**src/rtl/axi_m2s_arbiter_pkg.sv**
```systemverilog
// axi_arb_pkg: FSM state encodings and default widths shared by the AXI master-to-slave arbiter.
package axi_arb_pkg;
  localparam int DEF_NUM_M     = 2;
  localparam int DEF_ID_BITS   = 4;
  localparam int DEF_ADDR_BITS = 32;
  localparam int DEF_DATA_BITS = 32;
  localparam int DEF_LEN_BITS  = 4;
  typedef enum logic [1:0] {R_IDLE = 2'd0, R_ADDR = 2'd1, R_DATA = 2'd2} r_state_e;
  typedef enum logic [1:0] {W_IDLE = 2'd0, W_ADDR = 2'd1, W_RESP = 2'd2} w_state_e;
  function automatic int idx_bits(input int n);
    return (n > 1) ? $clog2(n) : 1;
  endfunction
endpackage

```
**src/rtl/axi_m2s_arbiter_rr.sv**
```systemverilog
// rr_arbiter: combinational round-robin pick, scanning upward from ptr_i with wrap.
module rr_arbiter import axi_arb_pkg::*; #(
  parameter int N  = 2,
  parameter int IW = idx_bits(N)
) (
  input  logic [N-1:0]  req_i,
  input  logic [IW-1:0] ptr_i,
  output logic [N-1:0]  gnt_o,
  output logic [IW-1:0] idx_o,
  output logic          valid_o
);
  always_comb begin
    gnt_o   = '0;
    idx_o   = '0;
    valid_o = 1'b0;
    for (int i = 0; i < N; i++) begin
      if (!valid_o && req_i[(int'(ptr_i) + i) % N]) begin
        valid_o = 1'b1;
        idx_o   = IW'((int'(ptr_i) + i) % N);
      end
    end
    gnt_o[idx_o] = valid_o;
  end
endmodule

```
**src/rtl/axi_m2s_arbiter.sv**
```systemverilog
// axi_m2s_arbiter: round-robin AR and AW/W arbitration, grant held until last R beat or B handshake.
module axi_m2s_arbiter import axi_arb_pkg::*; #(
  parameter int NUM_M     = DEF_NUM_M,
  parameter int ID_BITS   = DEF_ID_BITS,
  parameter int ADDR_BITS = DEF_ADDR_BITS,
  parameter int DATA_BITS = DEF_DATA_BITS,
  parameter int LEN_BITS  = DEF_LEN_BITS
) (
  input  logic                            ACLK,
  input  logic                            ARESET,
  input  logic [NUM_M*ID_BITS-1:0]        ARID_M,
  input  logic [NUM_M*ADDR_BITS-1:0]      ARADDR_M,
  input  logic [NUM_M*LEN_BITS-1:0]       ARLEN_M,
  input  logic [NUM_M*3-1:0]              ARSIZE_M,
  input  logic [NUM_M*2-1:0]              ARBURST_M,
  input  logic [NUM_M-1:0]                ARVALID_M,
  input  logic [NUM_M*ID_BITS-1:0]        AWID_M,
  input  logic [NUM_M*ADDR_BITS-1:0]      AWADDR_M,
  input  logic [NUM_M*LEN_BITS-1:0]       AWLEN_M,
  input  logic [NUM_M*3-1:0]              AWSIZE_M,
  input  logic [NUM_M*2-1:0]              AWBURST_M,
  input  logic [NUM_M-1:0]                AWVALID_M,
  input  logic [NUM_M*DATA_BITS-1:0]      WDATA_M,
  input  logic [NUM_M*(DATA_BITS/8)-1:0]  WSTRB_M,
  input  logic [NUM_M-1:0]                WLAST_M,
  input  logic [NUM_M-1:0]                WVALID_M,
  input  logic [NUM_M-1:0]                RREADY_M,
  input  logic [NUM_M-1:0]                BREADY_M,
  input  logic                            ARREADY,
  input  logic                            AWREADY,
  input  logic                            WREADY,
  input  logic                            RVALID,
  input  logic                            RLAST,
  input  logic                            BVALID,
  output logic [ID_BITS-1:0]              ARID,
  output logic [ADDR_BITS-1:0]            ARADDR,
  output logic [LEN_BITS-1:0]             ARLEN,
  output logic [2:0]                      ARSIZE,
  output logic [1:0]                      ARBURST,
  output logic                            ARVALID,
  output logic [ID_BITS-1:0]              AWID,
  output logic [ADDR_BITS-1:0]            AWADDR,
  output logic [LEN_BITS-1:0]             AWLEN,
  output logic [2:0]                      AWSIZE,
  output logic [1:0]                      AWBURST,
  output logic                            AWVALID,
  output logic [DATA_BITS-1:0]            WDATA,
  output logic [DATA_BITS/8-1:0]          WSTRB,
  output logic                            WLAST,
  output logic                            WVALID,
  output logic                            RREADY,
  output logic                            BREADY,
  output logic [NUM_M-1:0]                GRANT_R,
  output logic [NUM_M-1:0]                GRANT_W
);
  localparam int IW = idx_bits(NUM_M);
  localparam int SB = DATA_BITS / 8;
  function automatic logic [IW-1:0] inc(input logic [IW-1:0] i);
    return (i == IW'(NUM_M - 1)) ? '0 : i + 1'b1;
  endfunction
  r_state_e         r_state_q, r_state_d;
  w_state_e         w_state_q, w_state_d;
  logic [IW-1:0]    r_idx_q, r_idx_d, r_ptr_q, r_ptr_d, r_win_idx;
  logic [IW-1:0]    w_idx_q, w_idx_d, w_ptr_q, w_ptr_d, w_win_idx;
  logic [NUM_M-1:0] r_gnt_q, r_gnt_d, r_win_gnt, w_gnt_q, w_gnt_d, w_win_gnt;
  logic             r_win_vld, w_win_vld;
  logic             aw_done_q, aw_done_d, w_done_q, w_done_d;
  logic             r_addr, r_data, aw_on, w_on, w_resp;
  rr_arbiter #(.N(NUM_M)) u_rr_r (.req_i(ARVALID_M), .ptr_i(r_ptr_q), .gnt_o(r_win_gnt), .idx_o(r_win_idx), .valid_o(r_win_vld));
  rr_arbiter #(.N(NUM_M)) u_rr_w (.req_i(AWVALID_M), .ptr_i(w_ptr_q), .gnt_o(w_win_gnt), .idx_o(w_win_idx), .valid_o(w_win_vld));
  assign r_addr  = r_state_q == R_ADDR;
  assign r_data  = r_state_q == R_DATA;
  assign aw_on   = (w_state_q == W_ADDR) && !aw_done_q;
  assign w_on    = (w_state_q == W_ADDR) && !w_done_q;
  assign w_resp  = w_state_q == W_RESP;
  assign ARID    = r_addr ? ARID_M[r_idx_q*ID_BITS +: ID_BITS] : '0;
  assign ARADDR  = r_addr ? ARADDR_M[r_idx_q*ADDR_BITS +: ADDR_BITS] : '0;
  assign ARLEN   = r_addr ? ARLEN_M[r_idx_q*LEN_BITS +: LEN_BITS] : '0;
  assign ARSIZE  = r_addr ? ARSIZE_M[r_idx_q*3 +: 3] : '0;
  assign ARBURST = r_addr ? ARBURST_M[r_idx_q*2 +: 2] : '0;
  assign ARVALID = r_addr && ARVALID_M[r_idx_q];
  assign RREADY  = r_data && RREADY_M[r_idx_q];
  assign AWID    = aw_on ? AWID_M[w_idx_q*ID_BITS +: ID_BITS] : '0;
  assign AWADDR  = aw_on ? AWADDR_M[w_idx_q*ADDR_BITS +: ADDR_BITS] : '0;
  assign AWLEN   = aw_on ? AWLEN_M[w_idx_q*LEN_BITS +: LEN_BITS] : '0;
  assign AWSIZE  = aw_on ? AWSIZE_M[w_idx_q*3 +: 3] : '0;
  assign AWBURST = aw_on ? AWBURST_M[w_idx_q*2 +: 2] : '0;
  assign AWVALID = aw_on && AWVALID_M[w_idx_q];
  assign WDATA   = w_on ? WDATA_M[w_idx_q*DATA_BITS +: DATA_BITS] : '0;
  assign WSTRB   = w_on ? WSTRB_M[w_idx_q*SB +: SB] : '0;
  assign WLAST   = w_on && WLAST_M[w_idx_q];
  assign WVALID  = w_on && WVALID_M[w_idx_q];
  assign BREADY  = w_resp && BREADY_M[w_idx_q];
  assign GRANT_R = r_gnt_q;
  assign GRANT_W = w_gnt_q;
  always_comb begin
    r_state_d = r_state_q;
    r_idx_d   = r_idx_q;
    r_ptr_d   = r_ptr_q;
    r_gnt_d   = r_gnt_q;
    if (r_state_q == R_IDLE && r_win_vld) begin
      r_state_d = R_ADDR;
      r_idx_d   = r_win_idx;
      r_gnt_d   = r_win_gnt;
    end
    if (r_addr && ARVALID && ARREADY) r_state_d = R_DATA;
    if (r_data && RVALID && RREADY && RLAST) begin
      r_state_d = R_IDLE;
      r_ptr_d   = inc(r_idx_q);
      r_gnt_d   = '0;
    end
  end
  // AW and W finish independently; either sticky flag may land first.
  always_comb begin
    w_state_d = w_state_q;
    w_idx_d   = w_idx_q;
    w_ptr_d   = w_ptr_q;
    w_gnt_d   = w_gnt_q;
    aw_done_d = aw_done_q | (AWVALID & AWREADY);
    w_done_d  = w_done_q | (WVALID & WREADY & WLAST);
    if (w_state_q == W_IDLE && w_win_vld) begin
      w_state_d = W_ADDR;
      w_idx_d   = w_win_idx;
      w_gnt_d   = w_win_gnt;
    end
    if (w_state_q == W_ADDR && aw_done_d && w_done_d) w_state_d = W_RESP;
    if (w_resp && BVALID && BREADY) begin
      w_state_d = W_IDLE;
      w_ptr_d   = inc(w_idx_q);
      w_gnt_d   = '0;
      aw_done_d = 1'b0;
      w_done_d  = 1'b0;
    end
  end
  always_ff @(posedge ACLK or posedge ARESET) begin
    if (ARESET) begin
      r_state_q <= R_IDLE;
      w_state_q <= W_IDLE;
      r_idx_q   <= '0;
      r_ptr_q   <= '0;
      r_gnt_q   <= '0;
      w_idx_q   <= '0;
      w_ptr_q   <= '0;
      w_gnt_q   <= '0;
      aw_done_q <= 1'b0;
      w_done_q  <= 1'b0;
    end else begin
      r_state_q <= r_state_d;
      w_state_q <= w_state_d;
      r_idx_q   <= r_idx_d;
      r_ptr_q   <= r_ptr_d;
      r_gnt_q   <= r_gnt_d;
      w_idx_q   <= w_idx_d;
      w_ptr_q   <= w_ptr_d;
      w_gnt_q   <= w_gnt_d;
      aw_done_q <= aw_done_d;
      w_done_q  <= w_done_d;
    end
  end
endmodule
```
**config.mk**
```make
export PLATFORM = sky130hd
export DESIGN_NAME = axi_m2s_arbiter
export DESIGN_NICKNAME = d
export VERILOG_FILES = /design/src/rtl/axi_m2s_arbiter_pkg.sv /design/src/rtl/axi_m2s_arbiter_rr.sv /design/src/rtl/axi_m2s_arbiter.sv
export SDC_FILE = /design/constraint.sdc
export NUM_CORES = 1
export LEC_CHECK = 0
export ABC_AREA = 1
export CORE_AREA = 2 2 157 159
export CTS_BUF_LIST = sky130_fd_sc_hd__clkbuf_8
export DETAILED_ROUTE_END_ITERATION = 7
export DIE_AREA = 0 0 159 161
export DONT_BUFFER_PORTS = 1
export GPL_ROUTABILITY_DRIVEN = 0
export SLEW_MARGIN = 30
export SYNTH_ARGS = -nofsm -noshare
export SYNTH_HDL_FRONTEND = slang
export SYNTH_SLANG_ARGS = --single-unit
```
**constraint.sdc**
```tcl
create_clock -name ACLK -period 1.95 [get_ports ACLK]
set_clock_uncertainty 0.15 [all_clocks]
set_input_delay 0.2925 -clock ACLK [delete_from_list [all_inputs] [get_ports ACLK]]
set_output_delay 0.2925 -clock ACLK [all_outputs]
set_load 0.005 [all_outputs]
```
==> results.toml <==
[clock_tree]
cts_tree = "built"
cts_inserted_buffers = 3
worstSkewPairLatency_ns = 0.26
cts.clk_slew.worst_paths_ns = 0.07
root_buffer = "clkbuf_8"
numClockSinks = 14
cts.htree.levels = 1
cts_max_path_buffers = 2

[logic_synthesis]
synth_top_area_cell = "nand2_1"
synth-seq-cells = 14
synth_compound_area_share_pct = 28.6
synth_top_family_by_area = "simple AND/OR/NAND/NOR gates"
muxShareOfSynthArea_pct = 0
yosys_warnings = 0
synth_nets = 798
yosys.area_share.simple_pct = 46.0
yosys.area_share.adder_pct = 0
yosysSeqAreaShare_pct = 13.8
ys_types = 20
avgSynthCellArea_um2 = 4.81
synth_area_leaders = "nand2_1, a21oi_1, dfrtp_1"
netlist_area_um2 = 2530
synth-xor-area-share_pct = 0
netlist_instances = 526
synth_top_area_share_pct = 41.1

[timing]
fin_ws_ns = 0.0534
drv_slew = 0
period_minus_slack_ns = 1.90
rsz0062_at_grt = "true"
worst_pin_slew_ns = 0.633
setup_viol = 0
relSlewSlack_pct = 57.7
fin_crit_sh_pct = 97.3
finalHoldViolCount = 0
fin_worst_hold_slack_ns = 0.0643
fmax_ghz = 0.527

[flow_run]
cap_violations = 0

[detailed_routing]
routed_via_density = 4.28
drtPass1Iterations = 7
routed_wl_mm = 11.9
drt.antenna.violating_nets = 0
drt_iter0_drc = 350
drc = 0
wl_per_cell_um = 14.3
vias = 3556

[floorplan]
die_area_um2 = 25600
io_pins = 408
initial_utilization_pct = 10.6
die_h_um = 161
core_um2 = 24000
fp-row-count = 57
fp.dieW_um = 159

[grt]
antenna_found_initial = 1
grt_max_degree = 86
grt_pass1_vias = 2837
track_usage_pct = 7.69
grt_pass1_wl_mm = 15.6
grt_overflow = 0

[finish]
nets = 780
fin_util_pct = 12.9
final_common_cell = "nand2_1"
n_antenna_cell = 0
layout-drive-gt1-share_pct = 7.30
final_cell_mix = "nand2_1, a21oi_1, inv_1, nor2_1, dfrtp_1"
instances_no_fill = 831
area_growth_pct = 21.9

[place]
hpwlAfterDp_mm = 9.79
dp_cells = 823
dp_slack_ns = 0.0953
port_buffers = 0

[worst_setup_path]
worst_r2r_startpoint = "w_idx_q"
crit_type = "flop to output pin"
path_cells = "inv_2 -> buf_12 -> nand2_1 -> a21oi_1 -> buf_4"
crit_slowest_cell = "dfrtp_2"
cp.arrival_ns = 1.45
crit_fanout = 53
start_kind = "flop"
crit_required_ns = 1.51
worstSetupEndpointType = "output pin"
r2r_end = "w_state_q[0]"
cpPeakStageDelay_ns = 0.44
r2r_slack_ns = 0.31
ff2ff_path_depth = 8

[status]
status = "finished clean"

[pwr]
leakage_nw = 1.34
power.density_nw_per_um2 = 1320
ir_drop_v = 0.000433
power_mw = 4.06

[hold_path]
hold_path_depth = 2
whs_endpoint = "aw_done_q"
hold_path.startpoint = "AWREADY"
hold_path_class = "input pin to flop"
layout make-up:
type                       instances  area [µm²]
clock buffer                       4        55.1
fill                            2777       20900
inverter                          26         108
multi-input combinational        445        1920
sequential                        14         352
tap                              324         405
timing repair buffer              18         250
worst max-delay path by stage:
stage	from	to	slack, ns
2_1_floorplan	w_state_q[1]	AWADDR[17]	0.43
3_3_place_gp	w_state_q[1]	AWVALID	0.17
3_5_place_dp	w_state_q[1]	AWVALID	0.1
4_1_cts	w_state_q[1]	WDATA[14]	0.01
5_1_grt	w_state_q[1]	AWADDR[3]	-0.04
6_report	w_idx_q	AWADDR[3]	0.05
state kept, by name (all words and copies together), names as in the netlist:
name and count:
r_ptr_q 1, w_state_q 2, GRANT_R 2, w_ptr_q 1, r_idx_q 1, GRANT_W 2, w_idx_q 1, r_state_q 2
w_done_q 1, aw_done_q 1
cells in the mapped netlist:
library cell / instances
nand2_1: 277
nor3b_2: 1
nor2_2: 2
buf_6: 2
nand3_1: 3
inv_1: 24
buf_1: 7
nor2_1: 16
nand2_2: 1
a211oi_2: 1
a21o_1: 1
o21a_1: 1
clkbuf_1: 10
o21ai_0: 9
and2_4: 1
buf_2: 22
inv_2: 2
dfrtp_1: 14
nor3_1: 2
a21oi_1: 130
routing by layer:
layer  wire, µm  part of all wire, %  global-route usage (%)
met2       5220                   44                    11.4
met5         17                 0.14                       0
met3       1760                   15                    3.60
met4        415                  3.5                    3.06
met1       4510                   38                    9.65
power by group:
part           switching, mW  total [mW]  leakage [nW]  internal, mW
sequential             0.139       0.573         0.166         0.434
clock                  0.123       0.302        0.0288         0.180
combinational           2.20        3.19          1.14         0.988
stage by stage:
step	setup TNS, ns	area (µm²)
finish	0	3090
global route	-0.0602	3090
CTS	0	2990
detailed placement	0	2910
global placement	0	2910
floorplan	0	2530
timing repair:
action	CTS	global route
gates resized for setup	4	12
setup endpoints to repair	46	22
hold endpoints to repair	14	0
hold buffers	1	0
pin swaps	0	3
cloned	0	2
buffers inserted	0	1
cells by family after synthesis:
kind of cell           after synthesis
buffers and inverters               67
DFF                                 14
and+or+nand+nor                    303
AOI/OAI and AO/OA                  142
worst max-delay path, delay by kind of cell, from the launching register on:
family | cells | cell delay (ns)
buffers and inverters | 3 | 0.45
flip-flops | 1 | 0.44
AO/OA/AOI/OAI | 1 | 0.14
AND/OR/NAND/NOR | 1 | 0.13
Power figures use the tool's default switching activity.
